$ cat src/rtl/word_demux_1to2_pkg.sv
// Shared constants and encodings for the registered 1-to-2 word demultiplexer.
package word_demux_1to2_pkg;

  localparam int unsigned WIDTH_DEF     = 32;
  localparam int unsigned CNT_WIDTH_DEF = 16;

  typedef enum logic {
    EMPTY = 1'b0,
    FULL  = 1'b1
  } slot_state_e;

  localparam logic SEL_A = 1'b0;
  localparam logic SEL_B = 1'b1;

endpackage

$ cat src/rtl/word_demux_1to2_demux_slot.sv
// One output slot: single-entry holding register, EMPTY/FULL state and delivered-word counter.
module demux_slot
  import word_demux_1to2_pkg::*;
#(
  parameter int unsigned Width    = WIDTH_DEF,
  parameter int unsigned CntWidth = CNT_WIDTH_DEF
) (
  input  logic                clk_i,
  input  logic                rst_i,
  input  logic                load_i,
  input  logic [Width-1:0]    load_data_i,
  input  logic                ready_i,
  output logic                free_o,
  output logic                valid_o,
  output logic [Width-1:0]    data_o,
  output logic [CntWidth-1:0] count_o
);

  slot_state_e         state_q;
  logic [Width-1:0]    data_q;
  logic [CntWidth-1:0] count_q;
  logic                drain;

  assign drain   = (state_q == FULL) && ready_i;
  assign free_o  = (state_q == EMPTY) || ready_i;
  assign valid_o = (state_q == FULL);
  assign data_o  = data_q;
  assign count_o = count_q;

  always_ff @(posedge clk_i) begin
    if (rst_i) begin
      state_q <= EMPTY;
      data_q  <= '0;
      count_q <= '0;
    end else begin
      // A load wins over a drain so a back-to-back stream keeps the slot FULL.
      if (load_i) begin
        state_q <= FULL;
        data_q  <= load_data_i;
      end else if (drain) begin
        state_q <= EMPTY;
      end
      if (drain) begin
        count_q <= count_q + CntWidth'(1);
      end
    end
  end

endmodule

$ cat src/rtl/word_demux_1to2.sv
// Registered 1-to-2 word demultiplexer: steers each input word to slot A or B by in_sel.
module word_demux_1to2
  import word_demux_1to2_pkg::*;
#(
  parameter int unsigned WIDTH     = WIDTH_DEF,
  parameter int unsigned CNT_WIDTH = CNT_WIDTH_DEF
) (
  input  logic                 Clk,
  input  logic                 Reset,
  input  logic                 in_valid,
  output logic                 in_ready,
  input  logic [WIDTH-1:0]     in_data,
  input  logic                 in_sel,
  output logic                 out_a_valid,
  input  logic                 out_a_ready,
  output logic [WIDTH-1:0]     out_a_data,
  output logic                 out_b_valid,
  input  logic                 out_b_ready,
  output logic [WIDTH-1:0]     out_b_data,
  output logic [CNT_WIDTH-1:0] a_count,
  output logic [CNT_WIDTH-1:0] b_count
);

  logic free_a;
  logic free_b;
  logic accept;
  logic load_a;
  logic load_b;

  // in_ready depends only on select, slot state and consumer ready, never on in_valid/in_data.
  always_comb begin
    in_ready = 1'b0;
    if (!Reset) begin
      in_ready = (in_sel == SEL_B) ? free_b : free_a;
    end
  end

  assign accept = in_valid && in_ready;
  assign load_a = accept && (in_sel == SEL_A);
  assign load_b = accept && (in_sel == SEL_B);

  demux_slot #(
    .Width    (WIDTH),
    .CntWidth (CNT_WIDTH)
  ) u_slot_a (
    .clk_i       (Clk),
    .rst_i       (Reset),
    .load_i      (load_a),
    .load_data_i (in_data),
    .ready_i     (out_a_ready),
    .free_o      (free_a),
    .valid_o     (out_a_valid),
    .data_o      (out_a_data),
    .count_o     (a_count)
  );

  demux_slot #(
    .Width    (WIDTH),
    .CntWidth (CNT_WIDTH)
  ) u_slot_b (
    .clk_i       (Clk),
    .rst_i       (Reset),
    .load_i      (load_b),
    .load_data_i (in_data),
    .ready_i     (out_b_ready),
    .free_o      (free_b),
    .valid_o     (out_b_valid),
    .data_o      (out_b_data),
    .count_o     (b_count)
  );

endmodule
$ cat config.mk
export PLATFORM = sky130hd
export DESIGN_NAME = word_demux_1to2
export DESIGN_NICKNAME = d
export VERILOG_FILES = /design/src/rtl/word_demux_1to2_pkg.sv /design/src/rtl/word_demux_1to2_demux_slot.sv /design/src/rtl/word_demux_1to2.sv
export SDC_FILE = /design/constraint.sdc
export NUM_CORES = 1
export LEC_CHECK = 0
export ABC_CLOCK_PERIOD_IN_PS = 5000
export BUFFER_PORTS_ARGS = -buffer_cell sky130_fd_sc_hd__buf_2
export CAP_MARGIN = 40
export CORE_MARGIN = 2
export CORE_UTILIZATION = 52
export CTS_CLUSTER_DIAMETER = 50
export DETAILED_ROUTE_END_ITERATION = 10
export PLACE_DENSITY = 0.9
export SLEW_MARGIN = 20
export SYNTH_ARGS = -nofsm -noshare
export SYNTH_HDL_FRONTEND = slang
export SYNTH_SLANG_ARGS = --single-unit
$ cat constraint.sdc
create_clock -name Clk -period 5 [get_ports Clk]
set_clock_uncertainty 0.1 [all_clocks]
set_input_delay 0.75 -clock Clk [delete_from_list [all_inputs] [get_ports Clk]]
set_output_delay 0.75 -clock Clk [all_outputs]
set_load 0.02 [all_outputs]
==> results of run 1 <==
final timing paths:
kind              slack, ps                                 to                              from  cells past startpoint
setup reg to reg       2930  u_slot_b.count_o[15]$_SDFFE_PP0P_     u_slot_b.valid_o$_SDFFE_PP0P_                      4
hold reg to reg         360   u_slot_b.data_o[13]$_SDFFE_PP0P_  u_slot_b.data_o[13]$_SDFFE_PP0P_                      2
hold / removal          360   u_slot_b.data_o[13]$_SDFFE_PP0P_  u_slot_b.data_o[13]$_SDFFE_PP0P_                      2
setup / recovery       2520                           in_ready                       out_a_ready                      6
metal layers:
metal	track usage, %	wire length (microns)	up-vias
met5	0	0	-
met4	11.2	266	0
met3	5.88	680	21
met2	39.0	4620	138
met1	28.9	3780	1689
li1	-	-	1800
registers in the layout, indices dropped and copies added (netlist names):
register and cells:
u_slot_a.data_o 32, u_slot_b.count_o 16, u_slot_b.data_o 32, u_slot_a.count_o 16
u_slot_a.valid_o 1, u_slot_b.valid_o 1
placed cells by master, fill, tap and decap left out, types with 7 or more instances in the layout:
master	instances
nor2_1	22
a21oi_1	81
or3_1	11
o21ai_0	10
buf_2	136
dfxtp_1	98
clkbuf_8	9
xor2_1	10
nand3_1	13
nand4_1	11
xnor2_1	7
nand2_1	142
cell type report:
class                      count  area (sq um)  share of cell area [%]
inverter                       6          22.5                   0.485
clock buffer                  10           128                    2.75
tap                           96           120                    2.58
clock inverter                 6          65.1                    1.40
multi-input combinational    334          1620                    34.9
timing repair buffer         141           726                    15.6
sequential                    98          1960                    42.2
per-stage QoR:
stage          worst slack, ps  area (sq um)  utilization (%)  hold WS (ps)
2_1_floorplan             2410          3700                -           433
3_3_place_gp              2210          4430             64.9           339
3_5_place_dp              2410          4450             65.2           343
4_1_cts                   2530          4650             68.0           356
5_1_grt                   2410          4650             68.0           374
6_report                  2520          4650             68.0           356
power breakdown:
group          switching (uW)  total, uW  internal [uW]
clock network             268        500            233
logic                    78.8        117           38.4
registers                10.0        808            798
total                     357       1430           1070
cells by family (layout without fill, tap and decap cells):
logic type	after synthesis	after routing
AND/OR/NAND/NOR	222	222
flip-flops	98	98
AO/OA/AOI/OAI	93	93
buffers and inverters	33	163
XOR/XNOR	17	17
adder cells (fa/ha/maj)	2	2
critical path, delay by kind of cell:
| kind | cells | cell delay [ps] |
|---|---|---|
| AND/OR/NAND/NOR | 3 | 430 |
| buffers and inverters | 2 | 340 |
| AO/OA/AOI/OAI | 1 | 120 |
==> run metrics, run 1 <==
fin crit period=2480 ps; # IOs=137; Post-synth EDFFs=0; slowest stage delay, CP=280 ps; clock buffer depth=2; antenna violations before repair=0; RSZ-0062 raised after global routing=no; per-cell routed wire length=13.5 microns; crit path max fanout=7; Synth Area in Simple Gates=26.3%; # DRC=0; Layout area overhead=25.4%; compound-cell area share of the yosys netlist=12.7%; PwrDens=307 nW/um^2; Post-Synth XOR/XNOR Area=4.02%; post-synthesis mux area share=0%; final hold violation count=0; Worst-path clk slew=100 ps; core area=6830 sq um; # nets final=630; largest family of logic cells by synthesized area=simple AND/OR/NAND/NOR gates; vias in the first global route=3269; Async SR Flop Fraction=0%; IO Port Bufs=136; Total Power=1430 uW; Initial Util=54.2%; status=complete, no violations; Req. time, crit path=4150 ps; top-count cell post-synth=nand2_1; pins over their slew limit=0; DRT Pass-1 Iters=5; CP Class=in -> out; Tcrit/Tclk final=49.6%; row count=30; leading area contributor after synthesis=dfxtp_1; via count=3648; largest cells by area after synthesis=dfxtp_1 (53%), nand2_1 (14%), a21oi_1 (11%); die area=7820 sq um; relative slew slack=52.4%; Yosys warning total=0; max-cap viol count=0; first-pass GRT wire length=14500 microns; critical path startpoint category=input pin; Post-Syn Area=3700 sq um; CTS sink cnt=98; VDD IR max=213 uV; Post-Synth Adder-Cell Area=0.675%; root buffer cell=clkbuf_8; dpl hpwl=6680 microns; CP Capture Type=primary output; grt ovf=0; Vias/cell=5.28; Final GP Congestion=0.847; Synth Register Bits=98; ys flop type=dfxtp_1; post-cts hold buffer count=0; LEAKAGE=0.00197 uW; share of cells above drive strength 1=26.9%; Total Routing Usage GR=23.6%; setup violators final=0; cts repair resizes=0; Post-CTS Setup Inserts=0; antenna cells=0; die height=88.4 microns; Final ANT Viol Nets=0; CTS tree=done; fillers=585; H-tree depth=3; drt total wl=9340 microns; largest net degree at the start of global routing=73; Worst EP arrival=1630 ps; Fmax=0.403 GHz; Fin Setup TNS=0 ps; Unique masters post-synth=26; register area share after synthesis=53.0%; worst skew pair latency=350 ps; DRT iter0 DRCs=237; hold crit path type=reg -> reg; slowest CP cell=nor2b_1; Non-Filler Instances=691; crit-path cells=buf_2 > nor2b_1 > nor2_1 > a21oi_1 > nor2_1 > buf_2; post-synth top area share=53.0%; Worst-Margin Slew=713 ps; placed cell count=675; TritonCTS Buffers=9; Synth top cells by count=nand2_1 (142), dfxtp_1 (98), a21oi_1 (81); Avg Inst Size Synth=7.97 sq um; Synth Instances=465; Mapped Nets=505; Die W=88.4 microns
Power figures use the tool's default switching activity.
==> run 2: changes to the inputs <==
- ABC_AREA: not set -> 1
- ABC_CLOCK_PERIOD_IN_PS: 5000 -> 2600
- CORE_UTILIZATION: 52 -> 51
- PLACE_DENSITY: 0.9 -> 0.86
- clock period: 5 -> 2.6 ns (I/O delays scaled with it)
==> run metrics, run 2 <==
status=complete, no violations; share of cells above drive strength 1=24.0%; Worst-Margin Slew=592 ps; # nets final=778; commonest non-fill, non-tap cell in the layout=nor2_1; Fmax=0.485 GHz; CTS tree=done; placed instance area=4970 sq um; CTS sink cnt=98; Unique masters post-synth=25; Synth top cells by count=nor2_1 (183), dfxtp_1 (98), nand2_1 (90); Async SR Flop Fraction=0%; Layout area overhead=21.8%; via count=4275; Critical Path Start=u_slot_b.valid_o$_SDFFE_PP0P_; die height=95.3 microns; crit path capture=in_ready; crit-path cells=nand3_1 > nand2_1 > nor2_2 > buf_2; TritonCTS Buffers=9; CP Class=reg -> out; IO Port Bufs=136; leading area contributor after synthesis=dfxtp_1; post-route cell area=5170 sq um; core area=8130 sq um; per-cell routed wire length=12.5 microns; Avg Inst Size Synth=6.93 sq um; r2r endpoint=u_slot_b.data_o[14]$_SDFFE_PP0P_; Post-Syn Area=4250 sq um; Synth Register Bits=98; setup violators final=0; Worst-path clk slew=90 ps; Worst Setup Slack, final=537 ps; register area share after synthesis=46.2%; cts repair resizes=0; clock buffer depth=2; antenna violations before repair=0; Tcrit/Tclk final=79.3%; Final GP Congestion=0.888; Final ANT Viol Nets=0; largest cells by area after synthesis=dfxtp_1 (46%), nor2_1 (16%), nand2_1 (8.0%); crit path max fanout=13; row count=33; antenna cells=0; Post-CTS Setup Inserts=0; CP Capture Type=primary output; Top delay family on crit path=simple AND/OR/NAND/NOR gates; vias in the first global route=3843; VDD IR max=329 uV; Worst EP arrival=1570 ps; worst skew pair latency=350 ps; # DRC=0; Multi-input gate area=1860 sq um; post-synth top area share=46.2%; Initial Util=52.2%; # IOs=137; die area=9080 sq um; Die W=95.3 microns; dpl hpwl=7830 microns; PwrDens=567 nW/um^2; Vias/cell=5.05; worst reg2reg path startpoint=u_slot_b.valid_o$_SDFFE_PP0P_; post-place setup slack=690 ps; first-pass GRT wire length=17200 microns; grt ovf=0; Worst Hold Path Cells=3; Mapped Nets=653; LEAKAGE=0.00260 uW; H-tree depth=3; Register Area=1960 sq um; slowest stage delay, CP=380 ps; ys flop type=dfxtp_1; CP bufs+invs=1; DRT iter0 DRCs=190; relative slew slack=60.5%; Worst path depth=4; final hold violation count=0; root buffer cell=clkbuf_8; most frequent cells in the layout=nor2_1 (183), buf_2 (136), dfxtp_1 (98); Req. time, crit path=2110 ps; r2r setup slk=870 ps; pins over their slew limit=0; drt total wl=10600 microns; RSZ-0062 raised after global routing=no; Synth Instances=613; hold crit path type=in -> reg; max-cap viol count=0; fillers=734; Post-synth EDFFs=0; DRT Pass-1 Iters=4; cells on worst reg2reg path=6; worst hold start=out_b_ready; Yosys warning total=0; slowest CP cell=dfxtp_1; largest net degree at the start of global routing=65; Total Routing Usage GR=23.9%; critical path startpoint category=flop; Fin Setup TNS=0 ps; fin crit period=2060 ps; post-cts hold buffer count=0; top-count cell post-synth=nor2_1
-- run 2: stage by stage --
| step | util [%] | cells | hold slack, ps | power [uW] |
|---|---|---|---|---|
| 6_report | 63.6 | 846 | 272 | 2930 |
| 3_3_place_gp | 61.1 | 832 | 358 | 1920 |
| 3_5_place_dp | 61.1 | 832 | 371 | 1930 |
| 4_1_cts | 63.6 | 846 | 249 | 2950 |
| 2_1_floorplan | - | 613 | 447 | 1820 |
| 5_1_grt | 63.6 | 846 | 285 | 3050 |
-- run 2: worst min path at each step --
| stage | end | slack [ps] |
|---|---|---|
| 6_report | u_slot_b.count_o[1]$_SDFFE_PP0P_ | 270 |
| 5_1_grt | u_slot_a.data_o[20]$_SDFFE_PP0P_ | 280 |
| 4_1_cts | u_slot_b.count_o[1]$_SDFFE_PP0P_ | 250 |
| 3_5_place_dp | u_slot_b.data_o[20]$_SDFFE_PP0P_ | 370 |
| 3_3_place_gp | u_slot_a.data_o[16]$_SDFFE_PP0P_ | 360 |
| 2_1_floorplan | u_slot_a.count_o[4]$_SDFFE_PP0P_ | 450 |
-- run 2: cells by family after synthesis --
family	synth area share [%]
AO/OA/AOI/OAI	7.07
XOR/XNOR	0.824
adder cells (fa/ha/maj)	0.589
buffers and inverters	9.98
flip-flops	46.2
AND/OR/NAND/NOR	35.4
-- run 2: per-layer routing --
metal | global-route usage, % | vias to the layer above | routed length, microns
li1 | - | 2190 | -
met4 | 8.70 | 0 | 186
met2 | 42.6 | 139 | 5220
met3 | 4.51 | 16 | 651
met5 | 0 | - | 0
met1 | 28.5 | 1930 | 4490
-- run 2: final cells by class --
| class | instances | share of cell area [%] |
|---|---|---|
| clock buffers | 9 | 2.39 |
| clock inverters | 5 | 1.57 |
| inverters | 67 | 4.86 |
| multi-input cells | 417 | 36.0 |
| flip-flops and latches | 98 | 37.9 |
| well taps | 105 | 2.54 |
| repair buffers | 145 | 14.7 |
-- run 2: worst register-to-register path: stages (launching register included) --
cell and delay (ps):
dfxtp_1 460, nand2_1 110, nand4_1 100, buf_4 500, nor2_1 140, a21oi_1 140
nor2_1 50
-- run 2: report_power, final --
| part | switching, uW | internal, uW |
|---|---|---|
| Clock | 500 | 532 |
| Sequential | 27.4 | 1540 |
| Combinational | 217 | 110 |
| Total | 744 | 2190 |
